`config.mk`:
```
export PLATFORM = sky130hd
export DESIGN_NAME = next_pc_sequencer_flat
export DESIGN_NICKNAME = d
export VERILOG_FILES = /design/src/rtl/next_pc_sequencer_if.sv /design/src/rtl/next_pc_sequencer.sv /design/src/flat_wrapper.sv
export SDC_FILE = /design/constraint.sdc
export NUM_CORES = 1
export LEC_CHECK = 0
export BUFFER_PORTS_ARGS = -buffer_cell sky130_fd_sc_hd__buf_2
export CAP_MARGIN = 10
export CORE_ASPECT_RATIO = 0.5
export CORE_MARGIN = 10
export CORE_UTILIZATION = 45
export CTS_BUF_LIST = sky130_fd_sc_hd__clkbuf_2 sky130_fd_sc_hd__clkbuf_4 sky130_fd_sc_hd__clkbuf_8
export DETAILED_ROUTE_END_ITERATION = 12
export MAX_ROUTING_LAYER = met4
export PLACE_DENSITY = 0.75
export SYNTH_ARGS = -nofsm -noshare
export SYNTH_HDL_FRONTEND = slang
export SYNTH_SLANG_ARGS = --single-unit
```
`constraint.sdc`:
```
create_clock -name clk -period 7.81 [get_ports clk]
set_clock_uncertainty 0.2 [all_clocks]
set_input_delay 0.3905 -clock clk [delete_from_list [all_inputs] [get_ports clk]]
set_output_delay 0.3905 -clock clk [all_outputs]
set_load 0.005 [all_outputs]
```
`src/rtl/next_pc_sequencer_if.sv`:
```
// Fetch/execute handshake and next-PC bus between the sequencer and its datapath.
// The master drives fetch/execute status and branch/jump info; the slave drives the PC state.
interface next_pc_sequencer_if;
    logic        imem_ready;
    logic        exec_done;
    logic        stall;
    logic        branch;
    logic        zero;
    logic        jump;
    logic [31:0] branch_target;
    logic [31:0] jump_target;
    logic        imem_req;
    logic [31:0] imem_addr;
    logic        instr_valid;
    logic [31:0] pc;
    logic [31:0] pc_plus4;
    logic        trap;
    logic [31:0] bad_addr;
    logic [31:0] retired_count;

    modport master (
        output imem_ready, exec_done, stall, branch, zero, jump,
               branch_target, jump_target,
        input  imem_req, imem_addr, instr_valid, pc, pc_plus4,
               trap, bad_addr, retired_count
    );

    modport slave (
        input  imem_ready, exec_done, stall, branch, zero, jump,
               branch_target, jump_target,
        output imem_req, imem_addr, instr_valid, pc, pc_plus4,
               trap, bad_addr, retired_count
    );
endinterface

```
`src/rtl/next_pc_sequencer.sv`:
```
// Three-state fetch/execute sequencer holding the PC. It selects the next PC
// (jump > taken branch > pc+4) and traps to TRAP_VECTOR on a misaligned target.
module next_pc_sequencer #(
    parameter logic [31:0] RESET_VECTOR = 32'h0000_0000,
    parameter logic [31:0] TRAP_VECTOR  = 32'h0000_0100
) (
    input  logic                  clk,
    input  logic                  rst,
    next_pc_sequencer_if.slave    bus
);
    typedef enum logic [1:0] {
        IDLE  = 2'd0,
        FETCH = 2'd1,
        EXEC  = 2'd2
    } state_t;

    state_t      r_state;
    state_t      w_state_nxt;
    logic [31:0] r_pc;
    logic [31:0] r_bad_addr;
    logic [31:0] r_retired;
    logic        r_trap;

    logic [31:0] w_pc_plus4;
    logic [31:0] w_target;
    logic        w_accept;
    logic        w_misalign;

    assign w_pc_plus4 = r_pc + 32'd4;

    always_ff @(posedge clk or posedge rst) begin
        if (rst) r_state <= IDLE;
        else     r_state <= w_state_nxt;
    end

    // stall overrides exec_done, so a stalled EXEC simply waits.
    always_comb begin
        w_state_nxt = r_state;
        w_accept    = 1'b0;
        case (r_state)
            IDLE:    w_state_nxt = FETCH;
            FETCH:   if (bus.imem_ready) w_state_nxt = EXEC;
            EXEC: begin
                if (bus.exec_done && !bus.stall) begin
                    w_accept    = 1'b1;
                    w_state_nxt = FETCH;
                end
            end
            default: w_state_nxt = IDLE;
        endcase
    end

    always_comb begin
        w_target = w_pc_plus4;
        if (bus.jump)                     w_target = bus.jump_target;
        else if (bus.branch && bus.zero)  w_target = bus.branch_target;
    end

    assign w_misalign = |w_target[1:0];

    // A misaligned target replaces the retire with a trap; the count is left alone.
    always_ff @(posedge clk or posedge rst) begin
        if (rst) begin
            r_pc       <= RESET_VECTOR;
            r_bad_addr <= 32'd0;
            r_retired  <= 32'd0;
            r_trap     <= 1'b0;
        end else begin
            r_trap <= 1'b0;
            if (w_accept) begin
                if (w_misalign) begin
                    r_pc       <= TRAP_VECTOR;
                    r_bad_addr <= w_target;
                    r_trap     <= 1'b1;
                end else begin
                    r_pc      <= w_target;
                    r_retired <= r_retired + 32'd1;
                end
            end
        end
    end

    assign bus.imem_req      = (r_state == FETCH);
    assign bus.instr_valid   = (r_state == EXEC);
    assign bus.imem_addr     = r_pc;
    assign bus.pc            = r_pc;
    assign bus.pc_plus4      = w_pc_plus4;
    assign bus.trap          = r_trap;
    assign bus.bad_addr      = r_bad_addr;
    assign bus.retired_count = r_retired;
endmodule
```
`src/flat_wrapper.sv`:
```
// flat-port wrapper written by rule: the top's interface ports become plain ports
module next_pc_sequencer_flat 
#(
    parameter logic [31:0] RESET_VECTOR = 32'h0000_0000,
    parameter logic [31:0] TRAP_VECTOR  = 32'h0000_0100
)
  (clk, rst, bus_imem_ready, bus_exec_done, bus_stall, bus_branch, bus_zero, bus_jump, bus_branch_target, bus_jump_target, bus_imem_req, bus_imem_addr, bus_instr_valid, bus_pc, bus_pc_plus4, bus_trap, bus_bad_addr, bus_retired_count);
  next_pc_sequencer_if bus_i ();
  input  logic clk;
  input  logic rst;
  input wire logic [$bits(bus_i.imem_ready)-1:0] bus_imem_ready;
  input wire logic [$bits(bus_i.exec_done)-1:0] bus_exec_done;
  input wire logic [$bits(bus_i.stall)-1:0] bus_stall;
  input wire logic [$bits(bus_i.branch)-1:0] bus_branch;
  input wire logic [$bits(bus_i.zero)-1:0] bus_zero;
  input wire logic [$bits(bus_i.jump)-1:0] bus_jump;
  input wire logic [$bits(bus_i.branch_target)-1:0] bus_branch_target;
  input wire logic [$bits(bus_i.jump_target)-1:0] bus_jump_target;
  output wire logic [$bits(bus_i.imem_req)-1:0] bus_imem_req;
  output wire logic [$bits(bus_i.imem_addr)-1:0] bus_imem_addr;
  output wire logic [$bits(bus_i.instr_valid)-1:0] bus_instr_valid;
  output wire logic [$bits(bus_i.pc)-1:0] bus_pc;
  output wire logic [$bits(bus_i.pc_plus4)-1:0] bus_pc_plus4;
  output wire logic [$bits(bus_i.trap)-1:0] bus_trap;
  output wire logic [$bits(bus_i.bad_addr)-1:0] bus_bad_addr;
  output wire logic [$bits(bus_i.retired_count)-1:0] bus_retired_count;
  assign bus_i.imem_ready = bus_imem_ready;
  assign bus_i.exec_done = bus_exec_done;
  assign bus_i.stall = bus_stall;
  assign bus_i.branch = bus_branch;
  assign bus_i.zero = bus_zero;
  assign bus_i.jump = bus_jump;
  assign bus_i.branch_target = bus_branch_target;
  assign bus_i.jump_target = bus_jump_target;
  assign bus_imem_req = bus_i.imem_req;
  assign bus_imem_addr = bus_i.imem_addr;
  assign bus_instr_valid = bus_i.instr_valid;
  assign bus_pc = bus_i.pc;
  assign bus_pc_plus4 = bus_i.pc_plus4;
  assign bus_trap = bus_i.trap;
  assign bus_bad_addr = bus_i.bad_addr;
  assign bus_retired_count = bus_i.retired_count;
  next_pc_sequencer #(.RESET_VECTOR(RESET_VECTOR), .TRAP_VECTOR(TRAP_VECTOR)) u_core (.clk(clk), .rst(rst), .bus(bus_i));
endmodule
```
==> reports/results.env, run 1 <==
STATUS='finished, final reports clean'
AREAGROWTHSYNTHTOFINISH_PCT=20.46
DRTANTENNAVIOLNETS=0
SYNTH-WARNING-COUNT=0
INTERNAL_POWER_uW=1128
DIE_AREA_UM2=18360
CP.BUFFERS_INVERTERS=1
PATH_CELLS='nand4_1, or3_1, o31a_1, or2_2, buf_2'
CRITICAL_PATH.SLOWEST_CELL='sky130_fd_sc_hd__or3_1'
CRITPATHARRIVALTIME_PS=2930
SETUP_TOTAL_NEGATIVE_SLACK_PS=0
MAX_ROOT_SINK_BUFFERS=2
DP.FINAL_HPWL_UM=14380
FIN_NETS=925
P_PER_CELL_AREA_nW_PER_UM2=261.9
SWITCHING_SHARE=0.3937
GLOBAL_ROUTE.USAGE.TOTAL=0.2084
P_SW_uW=732.4
POST_SYNTH_INSTANCE_AREA_UM2=5896
REPORT.FINAL.HOLD_VIOL_COUNT=0
SYNTH_CELL_TYPES=61
CRIT_PATH_START_KIND='register'
RSZ0062_AT_GRT='no'
CTS_BUFFER_COUNT=9
P_TOTAL_uW=1860
SYNTH_CELLS=678
INITIAL_ANTENNA_VIOLATION_COUNT=0
SEQ_POWER_SHARE=0.451
LAYOUT-DRIVE-GT1-SHARE=0.3294
YS_DOMINANT_REG_CELL='sky130_fd_sc_hd__dfrtp_1'
VDD_DROP_MAX_uV=115.7
SYNTH-EDFF-COUNT=0
NUMBER_OF_CLOCK_SINKS=99
CRITICAL_PATH_PEAK_FANOUT=18
CRITICAL-PATH-MAX-STAGE-DELAY_PS=800
TIMING.FINAL.SETUP_VIOLATIONS=0
FINAL_MAX_SLEW_VIOL_COUNT=0
YOSYS_REG_BITS=99
CLK-INSERTION-DELAY-LATE_PS=370
INITIALDRTVIOLATIONCOUNT=545
IO_PINS=235
CTS_ROOT_BUFFER='sky130_fd_sc_hd__clkbuf_8'
SYNTHESIS.AREA_PER_INSTANCE_UM2=8.696
DRT_DRC_VIOLATIONS_LEFT=0
MAXSLEWHEADROOM=0.2400
FINALCRITICALPERIOD_PS=3523
AVGROUTEDWIREPERCELL_UM=18.93
TIMING.FINAL.CRIT_SHARE=0.4511
DIEHEIGHT_UM=100.9
FIRST_GLOBAL_VIAS=5765
TRITONCTS='yes'
CLOCK.FMAX_MHz=283.9
PIN_COUNT_OF_THE_BIGGEST_NET_ENTERING_GLOBAL_ROUTING=74
CRITPATHTOPFAMILY='simple AND/OR/NAND/NOR gates'
KIND_OF_END_POINT_OF_THE_CRITICAL_PATH='output port'
WIRELENGTH_UM=19420
CORE.ROWCOUNT=29
PLACE.GP.CONGESTION=0.8943
COREAREA_UM2=12740
GRT_PASS1_WL_UM=30620
ANTENNA-DIODE-COUNT=0
CRITICAL_PATH_REQUIRED_PS=7220
AVGVIACOUNTPERCELL=5.598
ROUTED-VIA-COUNT=5744
COMB_POWER_SHARE=0.358
FINISH.CELL_COUNT_WITHOUT_FILLERS=1026
MAX_CAP_VIOL_COUNT=0
CLOCK_POWER_SHARE=0.191
ASYNC_FLOP_SHARE=1.000
GRT_REMAINING_OVERFLOW=0
NUMPORTBUFFERS=234
DIE_WIDTH_UM=181.9
PLACE.DETAILED.INSTANCES=1009
SYNTH_FP_NETS=752
SYNTH-SEQ-AREA-SHARE=0.4202
DRTPASS1ITERATIONS=5
STATIC_LEAKAGE_uW=0.003649
CTS.CLK_SLEW.WORST_PATHS_PS=100
TIMING_WORST_SETUP_PATH_TYPE='reg2out'
INITIAL_CORE_UTIL=0.4629
CTS-RESIZED-GATES=0
H-TREE-DEPTH=3
TIMING.HOLD.WORST.CLASS='in2reg'
TIMING_WORST_SLEW_PIN_VALUE_PS=1137
## layout make-up
type	instances	area [um2]
Fill cell	1159	5634
Multi-Input combinational cell	482	2910
Sequential cell	99	2477
Timing Repair Buffer	241	1226
Tap cell	170	212.7
Clock buffer	9	123.9
Clock inverter	7	81.33
Inverter	18	70.07
## sequential cells by signal (all words and copies together) (netlist names)
register	flops
u_core.bus.imem_addr	32
u_core.bus.trap	1
u_core.bus.retired_count	32
u_core.r_state	2
u_core.bus.bad_addr	32
## cells in the final DEF (no fill, tap or decap), types with 4 or more instances in the layout
| cell | n |
|---|---|
| sky130_fd_sc_hd__buf_2 | 234 |
| sky130_fd_sc_hd__buf_4 | 6 |
| sky130_fd_sc_hd__inv_1 | 16 |
| sky130_fd_sc_hd__nor2_1 | 25 |
| sky130_fd_sc_hd__a31oi_1 | 9 |
| sky130_fd_sc_hd__nand3_1 | 36 |
| sky130_fd_sc_hd__clkbuf_8 | 9 |
| sky130_fd_sc_hd__and4_1 | 5 |
| sky130_fd_sc_hd__o21ai_0 | 63 |
| sky130_fd_sc_hd__o22ai_1 | 4 |
| sky130_fd_sc_hd__xor2_1 | 29 |
| sky130_fd_sc_hd__nand4_1 | 14 |
| sky130_fd_sc_hd__a22o_1 | 6 |
| sky130_fd_sc_hd__nand2_1 | 94 |
| sky130_fd_sc_hd__a211oi_1 | 6 |
| sky130_fd_sc_hd__nor4_1 | 20 |
| sky130_fd_sc_hd__mux2_2 | 6 |
| sky130_fd_sc_hd__or3_1 | 9 |
| sky130_fd_sc_hd__and3_1 | 11 |
| sky130_fd_sc_hd__nor3_1 | 22 |
| sky130_fd_sc_hd__xnor2_1 | 25 |
| sky130_fd_sc_hd__o211ai_1 | 4 |
| sky130_fd_sc_hd__a21oi_1 | 21 |
| sky130_fd_sc_hd__o31ai_1 | 10 |
| sky130_fd_sc_hd__and2_1 | 8 |
| sky130_fd_sc_hd__dfrtp_1 | 99 |
| sky130_fd_sc_hd__a2bb2oi_1 | 6 |
## path summary, 6_finish.rpt
kind | startpoint | endpoint | slack [ps] | depth (start not counted)
max in group asynchronous | rst | u_core.bus.imem_addr[23] | 5840 | 4
setup / recovery | u_core.bus.imem_addr[6] | bus_pc_plus4[21] | 4290 | 5
hold reg to reg | u_core.bus.retired_count[31] | u_core.bus.retired_count[31] | 270 | 1
min in group asynchronous | rst | u_core.bus.retired_count[21] | 320 | 3
hold / removal | bus_imem_ready | u_core.r_state[1] | 80 | 3
setup reg to reg | u_core.r_state[1] | u_core.bus.retired_count[6] | 4760 | 5
## power by group through the flow
stage	registers (uW)	logic (uW)	clock network [uW]
finish	839	667	355
floorplan	793	405	0
global route	861	745	384
detailed placement	845	679	0
CTS	835	682	358
global placement	836	668	0
## cell usage after synthesis, drive strengths merged, types with 4 or more instances
library cell,count,share of area
xor2,29,0.043
buf,44,0.052
dfrtp,99,0.42
a2bb2oi,6,0.0089
and3,11,0.012
xnor2,25,0.037
nor3,25,0.023
mux2,6,0.011
nand2,94,0.060
a22o,6,0.0089
or3,10,0.011
o211ai,4,0.0051
o31ai,10,0.013
a31oi,9,0.0095
inv,17,0.011
o21ai,64,0.055
a21oi,21,0.018
clkbuf,35,0.024
nor2,25,0.016
and4,5,0.0074
nand3,36,0.031
nor4,21,0.023
o22ai,4,0.0042
nand4,15,0.017
and2,9,0.0096
a211oi,6,0.0076
## cell families (layout without fill, tap and decap cells)
| group | after synthesis | in the layout | synth area share |
|---|---|---|---|
| DFF | 99 | 99 | 0.4202 |
| and+or+nand+nor | 268 | 268 | 0.2311 |
| buffers and inverters | 97 | 275 | 0.08786 |
| adders and majority gates | 2 | 2 | 0.004244 |
| muxes | 9 | 9 | 0.01655 |
| AOI/OAI and AO/OA | 149 | 149 | 0.1598 |
| xor gates and xnor gates | 54 | 54 | 0.08022 |
## per-layer routing
layer / routed length, um / track usage
met5: 0 / -
met4: 198 / 0.04972
met3: 1134 / 0.04409
met2: 9910 / 0.3520
met1: 8180 / 0.2517
## worst min-delay path, cell delays in order
cell and delay, ps:
sky130_fd_sc_hd__buf_2 100, sky130_fd_sc_hd__nand2_1 50, sky130_fd_sc_hd__o21ai_0 70
## metrics by stage
| step | setup slack (ps) | hold slack [ps] | area [um2] | util |
|---|---|---|---|---|
| 3_3_place_gp | 4505 | 190.4 | 6887 | 0.5407 |
| 5_1_grt | 4122 | 94.96 | 7102 | 0.5576 |
| 6_report | 4287 | 77.04 | 7102 | 0.5576 |
| 4_1_cts | 4325 | 72.24 | 7102 | 0.5576 |
| 2_1_floorplan | 4629 | 264.7 | 5896 | - |
| 3_5_place_dp | 4401 | 193.9 | 6887 | 0.5407 |
## timing repair
item | CTS | global route
hold buffers | 1 | 0
endpoints found under the hold margin | 26 | 0
setup buffers | 0 | 0
Power figures use the tool's default switching activity.
==> run 2: changes to the inputs <==
Clock period 7.81 ns to 3.5 ns, I/O delays scaled along.
==> run 2 against run 1 <==
Via count increased by 2.6%. Routed wire length rose by 2.8%. Cell count up 2.8%. Critical path type unchanged. Largest cell class unchanged.
==> reports/results.env, run 2 (synthesis gave the netlist of run 1 again) <==
STATUS='finished, final reports clean'
DRTPASS1ITERATIONS=6  # +1
GLOBAL_ROUTE.USAGE.TOTAL=0.2149  # +0.006542
NUM-FILL-CELLS=1183  # +2.1%
CTS_BUFFER_COUNT=9  # unchanged
MAXSLEWHEADROOM=0.3879  # +0.1479
TRITONCTS='yes'
PIN_COUNT_OF_THE_BIGGEST_NET_ENTERING_GLOBAL_ROUTING=46  # -38%
DRTANTENNAVIOLNETS=0  # unchanged
LAYOUT_COMMON_CELLS='234 x sky130_fd_sc_hd__buf_2, 99 x sky130_fd_sc_hd__dfrtp_1, 94 x sky130_fd_sc_hd__nand2_1, 63 x sky130_fd_sc_hd__o21ai_0, 36 x sky130_fd_sc_hd__nand3_1'
NUMBER_OF_CLOCK_SINKS=99  # unchanged
MAX_ROOT_SINK_BUFFERS=2  # unchanged
DIEHEIGHT_UM=100.9  # unchanged
AREAGROWTHSYNTHTOFINISH_PCT=25.28
FINAL_COMMON_CELL='sky130_fd_sc_hd__buf_2'
GRT_REMAINING_OVERFLOW=0  # unchanged
INITIAL_ANTENNA_VIOLATION_COUNT=0  # unchanged
CRITICAL_PATH_PEAK_FANOUT=9  # -9
POST_PLACEMENT_WORST_SETUP_SLACK_PS=707.0  # -3694 ps
AVGROUTEDWIREPERCELL_UM=18.93  # about the same
NUMPORTBUFFERS=234  # unchanged
P_TOTAL_uW=4220  # +130%
FINALCRITICALPERIOD_PS=3256
POST_CTS.REPAIR.SETUP_BUFFERS=0  # unchanged
CRITPATHARRIVALTIME_PS=2880  # -50 ps
ANTENNA-DIODE-COUNT=0  # unchanged
KIND_OF_END_POINT_OF_THE_CRITICAL_PATH='output port'
TIMING.FINAL.CRIT_SHARE=0.9304
REPORT.FINAL.HOLD_VIOL_COUNT=0  # unchanged
CTS_HOLD_BUFFERS=23  # +22
FINAL_MAX_SLEW_VIOL_COUNT=0  # unchanged
FIRST_GLOBAL_VIAS=5856  # +1.6%
SETUP_TOTAL_NEGATIVE_SLACK_PS=0  # unchanged
P_PER_CELL_AREA_nW_PER_UM2=571.4  # +120%
TIMING.FINAL.SETUP_VIOLATIONS=0  # unchanged
TIMING_WORST_SETUP_PATH_TYPE='reg2out'
CLOCK.FMAX_MHz=307.1
LAYOUT-DRIVE-GT1-SHARE=0.3266  # -0.002886
WORST_SLACK_PS=243.6  # -4044 ps
GRT_PASS1_WL_UM=31620  # +3.2%
CTS.CLK_SLEW.WORST_PATHS_PS=110  # about the same
FIN_NETS=954  # +3.1%
IO_PINS=235  # unchanged
ROUTED-VIA-COUNT=5892  # +2.6%
WIRELENGTH_UM=19970  # +2.8%
H-TREE-DEPTH=3  # unchanged
INITIALDRTVIOLATIONCOUNT=390  # -28%
INITIAL_CORE_UTIL=0.4629  # unchanged
CRITICAL_PATH_REQUIRED_PS=3120  # -4100 ps
PLACE.GP.CONGESTION=0.8806  # -1.5%
COREAREA_UM2=12740  # unchanged
DP.FINAL_HPWL_UM=14930  # +3.8%
CTS_ROOT_BUFFER='sky130_fd_sc_hd__clkbuf_8'
CRIT_PATH_START_KIND='register'
HOLD_WS_PS=23.53  # -53.51 ps
TIMING_WORST_SLEW_PIN_VALUE_PS=917.7  # -219.1 ps
VDD_DROP_MAX_uV=242.8  # +110%
RSZ0062_AT_GRT='no'
DRT_DRC_VIOLATIONS_LEFT=0  # unchanged
CLK-INSERTION-DELAY-LATE_PS=380  # about the same
DIE_AREA_UM2=18360  # unchanged
DIE_WIDTH_UM=181.9  # unchanged
AVGVIACOUNTPERCELL=5.585  # -0.24%
TIMING.HOLD.WORST.CLASS='in2reg'
MAX_CAP_VIOL_COUNT=0  # unchanged
STATIC_LEAKAGE_uW=0.003781  # +3.6%
CTS-RESIZED-GATES=0  # unchanged
CORE.ROWCOUNT=29  # unchanged
==> run 2: worst max-delay path, cell delays in order (launching register included) <==
cell and delay (ps):
sky130_fd_sc_hd__dfrtp_1 530, sky130_fd_sc_hd__ha_1 440, sky130_fd_sc_hd__nand2_1 140, sky130_fd_sc_hd__nor4_1 600
sky130_fd_sc_hd__and2_1 370, sky130_fd_sc_hd__nand3_1 130, sky130_fd_sc_hd__xnor2_1 150, sky130_fd_sc_hd__buf_2 140
==> run 2: area by class of cell <==
type	count	area (um2)	area share
multi-input combinational	482	2910	0.3940
timing repair buffer	270	1499	0.2029
clock inverter	7	92.59	0.01254
tap	170	212.7	0.02880
clock buffer	9	123.9	0.01677
inverter	18	70.07	0.009487
sequential	99	2477	0.3354
==> run 2: metrics by stage <==
stage	cells	util	cell area (um2)
2_1_floorplan	678	-	5896
3_3_place_gp	1016	0.5448	6939
3_5_place_dp	1016	0.5448	6939
4_1_cts	1055	0.5799	7386
5_1_grt	1055	0.5799	7386
6_report	1055	0.5799	7386
==> run 2: worst paths after layout <==
check / start / slack, ps / cells after the start / endpoint
min in group asynchronous: rst / 180 / 3 / u_core.bus.retired_count[21]
setup / recovery: u_core.bus.imem_addr[2] / 240 / 7 / bus_pc_plus4[28]
hold / removal: bus_branch_target[20] / 20 / 3 / u_core.bus.imem_addr[20]
max in group asynchronous: rst / 2100 / 4 / u_core.bus.imem_addr[17]
hold reg to reg: u_core.bus.retired_count[31] / 280 / 1 / u_core.bus.retired_count[31]
setup reg to reg: u_core.bus.imem_addr[8] / 370 / 7 / u_core.bus.imem_addr[21]
==> run 2: routing by layer <==
layer / wire [um] / part of all wire / GRT usage / up-vias
li1: - / - / - / 2784
met1: 8244 / 0.41 / 0.2521 / 2861
met2: 10170 / 0.51 / 0.3719 / 225
met3: 1295 / 0.065 / 0.04050 / 22
met4: 261 / 0.013 / 0.06215 / 0
met5: 0 / 0 / - / -
==> run 2: power breakdown <==
group	leakage (uW)	switching, uW	internal [uW]
registers	0.00130	408	1440
clock network	0.000109	455	351
logic	0.00237	789	773
==> run 3: changes to the inputs <==
Settings changed: CORE_MARGIN 10 to 4.
==> run 3 against run 2 <==
Sequential share of layout area up 0.29 points. Clock power decreased by 10%. Sequential power barely moved. Count of clock-buffer cells in the layout up 2. Cell count decreased by 0.38%. Die area is 18% lower. Worst hold slack lost 19 ps. Critical path type unchanged. Critical endpoint is now bus_pc_plus4[27]. Largest cell class unchanged. Highest routed layer unchanged.
==> reports/results.env, run 3 (synthesis gave the netlist of run 1 again) <==
STATUS='finished, final reports clean'
CRIT_PATH_START_KIND='register'
COREAREA_UM2=12740  # unchanged
STATIC_LEAKAGE_uW=0.003747  # -0.89%
INITIAL_ANTENNA_VIOLATION_COUNT=0  # unchanged
FIN_NETS=950  # -0.42%
GRT_PASS1_WL_UM=29040  # -8.2%
FINALCRITICALPERIOD_PS=3123  # -133.7 ps
TRITONCTS='yes'
INITIALDRTVIOLATIONCOUNT=549  # +41%
DRTPASS1ITERATIONS=5  # -1
CRITPATHARRIVALTIME_PS=2750  # -130 ps
TIMING_WORST_SLEW_PIN_VALUE_PS=1038  # +120.0 ps
NUMBER_OF_CLOCK_SINKS=99  # unchanged
PIN_COUNT_OF_THE_BIGGEST_NET_ENTERING_GLOBAL_ROUTING=63  # +37%
TIMING.FINAL.CRIT_SHARE=0.8922  # -0.03821
REGAREA_UM2=2477  # unchanged
WIRELENGTH_UM=18610  # -6.8%
CLOCK.FMAX_MHz=320.2  # +4.3%
DP.FINAL_HPWL_UM=13630  # -8.7%
GLOBAL_ROUTE.USAGE.TOTAL=0.2469  # +0.03199
MULTI_INPUT_AREA_UM2=2917  # +0.22%
DRT_DRC_VIOLATIONS_LEFT=0  # unchanged
TIMING.FINAL.SETUP_VIOLATIONS=0  # unchanged
RSZ0062_AT_GRT='no'
NUM-FILL-CELLS=1154  # -2.5%
R2R_SETUP_SLACK_PS=750  # +380 ps
TIMING_WORST_SETUP_PATH_TYPE='reg2out'
CRITICAL_PATH_PEAK_FANOUT=11  # +2
DIE_AREA_UM2=15110  # -18%
FINAL_MAX_SLEW_VIOL_COUNT=0  # unchanged
KIND_OF_END_POINT_OF_THE_CRITICAL_PATH='output port'
CTS.CLK_SLEW.WORST_PATHS_PS=100  # about the same
R2R_END='u_core.bus.bad_addr[19]'
ANTENNA-DIODE-COUNT=0  # unchanged
WORST_REG2REG_PATH_LENGTH_IN_CELLS=6  # -1
VDD_DROP_MAX_uV=274.1  # +13%
AVGROUTEDWIREPERCELL_UM=17.70  # -6.5%
NUMPORTBUFFERS=234  # unchanged
LAYOUT_COMMON_CELLS='234 x sky130_fd_sc_hd__buf_2, 99 x sky130_fd_sc_hd__dfrtp_1, 94 x sky130_fd_sc_hd__nand2_1, 63 x sky130_fd_sc_hd__o21ai_0, 36 x sky130_fd_sc_hd__nand3_1'
CRITICAL_PATH_REQUIRED_PS=3120  # about the same
DRTANTENNAVIOLNETS=0  # unchanged
INITIAL_CORE_UTIL=0.4629  # unchanged
FIRST_GLOBAL_VIAS=5550  # -5.2%
CRIT_START='u_core.bus.imem_addr[4]'
MAXSLEWHEADROOM=0.3078  # -0.08004
DIEHEIGHT_UM=88.94  # -12%
LAYOUT-DRIVE-GT1-SHARE=0.3292  # +0.002618
SETUP_TOTAL_NEGATIVE_SLACK_PS=0  # unchanged
CORE.ROWCOUNT=29  # unchanged
P_TOTAL_uW=4095  # -3.0%
CTS_BUFFER_COUNT=9  # unchanged
FINAL_COMMON_CELL='sky130_fd_sc_hd__buf_2'
GRT_REMAINING_OVERFLOW=0  # unchanged
MAX_ROOT_SINK_BUFFERS=2  # unchanged
AVGVIACOUNTPERCELL=5.599  # +0.26%
DIE_WIDTH_UM=169.9  # -6.6%
P_PER_CELL_AREA_nW_PER_UM2=559.2  # -2.1%
MAX_CAP_VIOL_COUNT=0  # unchanged
PLACE.GP.CONGESTION=0.9061  # +2.9%
ROUTED-VIA-COUNT=5885  # -0.12%
H-TREE-DEPTH=3  # unchanged
TIMING.CRITICAL_PATH.TO='bus_pc_plus4[27]'
HOLD_WS_PS=4.225  # -19.31 ps
CTS_ROOT_BUFFER='sky130_fd_sc_hd__clkbuf_8'
AREAGROWTHSYNTHTOFINISH_PCT=24.21
REPORT.FINAL.HOLD_VIOL_COUNT=0  # unchanged
CLK-INSERTION-DELAY-LATE_PS=370  # about the same
TIMING.HOLD.WORST.CLASS='in2reg'
CRIT-REG2REG-LAUNCH='u_core.bus.imem_addr[5]'
IO_PINS=235  # unchanged
[run 3: cell type report]
class                   instances  area share
multi-input cells             482      0.3983
clock inverters                 5    0.005809
well taps                     170     0.02904
clock buffers                  11     0.01982
flip-flops and latches         99      0.3383
inverters                      18    0.009568
repair buffers                266      0.1992
[run 3: per-layer routing]
layer / global-route usage / wire [um] / up-vias
li1: - / - / 2767
met1: 0.3252 / 7960 / 2819
met2: 0.4042 / 8881 / 263
met3: 0.04152 / 1427 / 36
met4: 0.06282 / 337 / 0
met5: - / 0 / -
[run 3: repair_timing]
item,in CTS,in global routing
hold buffers,19,0
setup buffers,0,0
endpoints found under the hold margin,85,0
gates resized for setup,0,1
endpoints found under the setup margin,0,1
[run 3: worst min-delay path by stage]
stage	startpoint	end	slack [ps]	cells past startpoint
global placement	rst	u_core.bus.retired_count[21]	170	2
floorplan	bus_stall	u_core.r_state[1]	110	2
detailed placement	rst	u_core.bus.retired_count[20]	190	2
finish	bus_jump_target[10]	u_core.bus.imem_addr[10]	4	3
CTS	bus_jump_target[14]	u_core.bus.imem_addr[14]	7	4
global route	bus_jump_target[10]	u_core.bus.bad_addr[10]	5	3
[run 3: metrics by stage]
stage	utilization	setup slack, ps	cell area (um2)	instances
after floorplan	-	534.6	5896	678
after global placement	0.5448	649.9	6939	1016
after detailed placement	0.5448	658.0	6939	1016
after CTS	0.5745	254.6	7317	1051
after global routing	0.5750	119.7	7323	1051
final	0.5750	377.3	7323	1051
[run 3: power by group]
group	internal, uW	switching, uW	total, uW	leakage, uW
clock network	296	426	722	0.0000944
registers	1440	418	1860	0.00130
logic	762	749	1510	0.00235
[run 3: critical path, cell delays in order, from the launching register on]
cell and delay, ps:
sky130_fd_sc_hd__dfrtp_1 430, sky130_fd_sc_hd__buf_4 210, sky130_fd_sc_hd__nand3_1 300, sky130_fd_sc_hd__nor4_1 630, sky130_fd_sc_hd__nand2_1 280, sky130_fd_sc_hd__nor2_1 240
sky130_fd_sc_hd__xor2_1 170, sky130_fd_sc_hd__buf_2 130
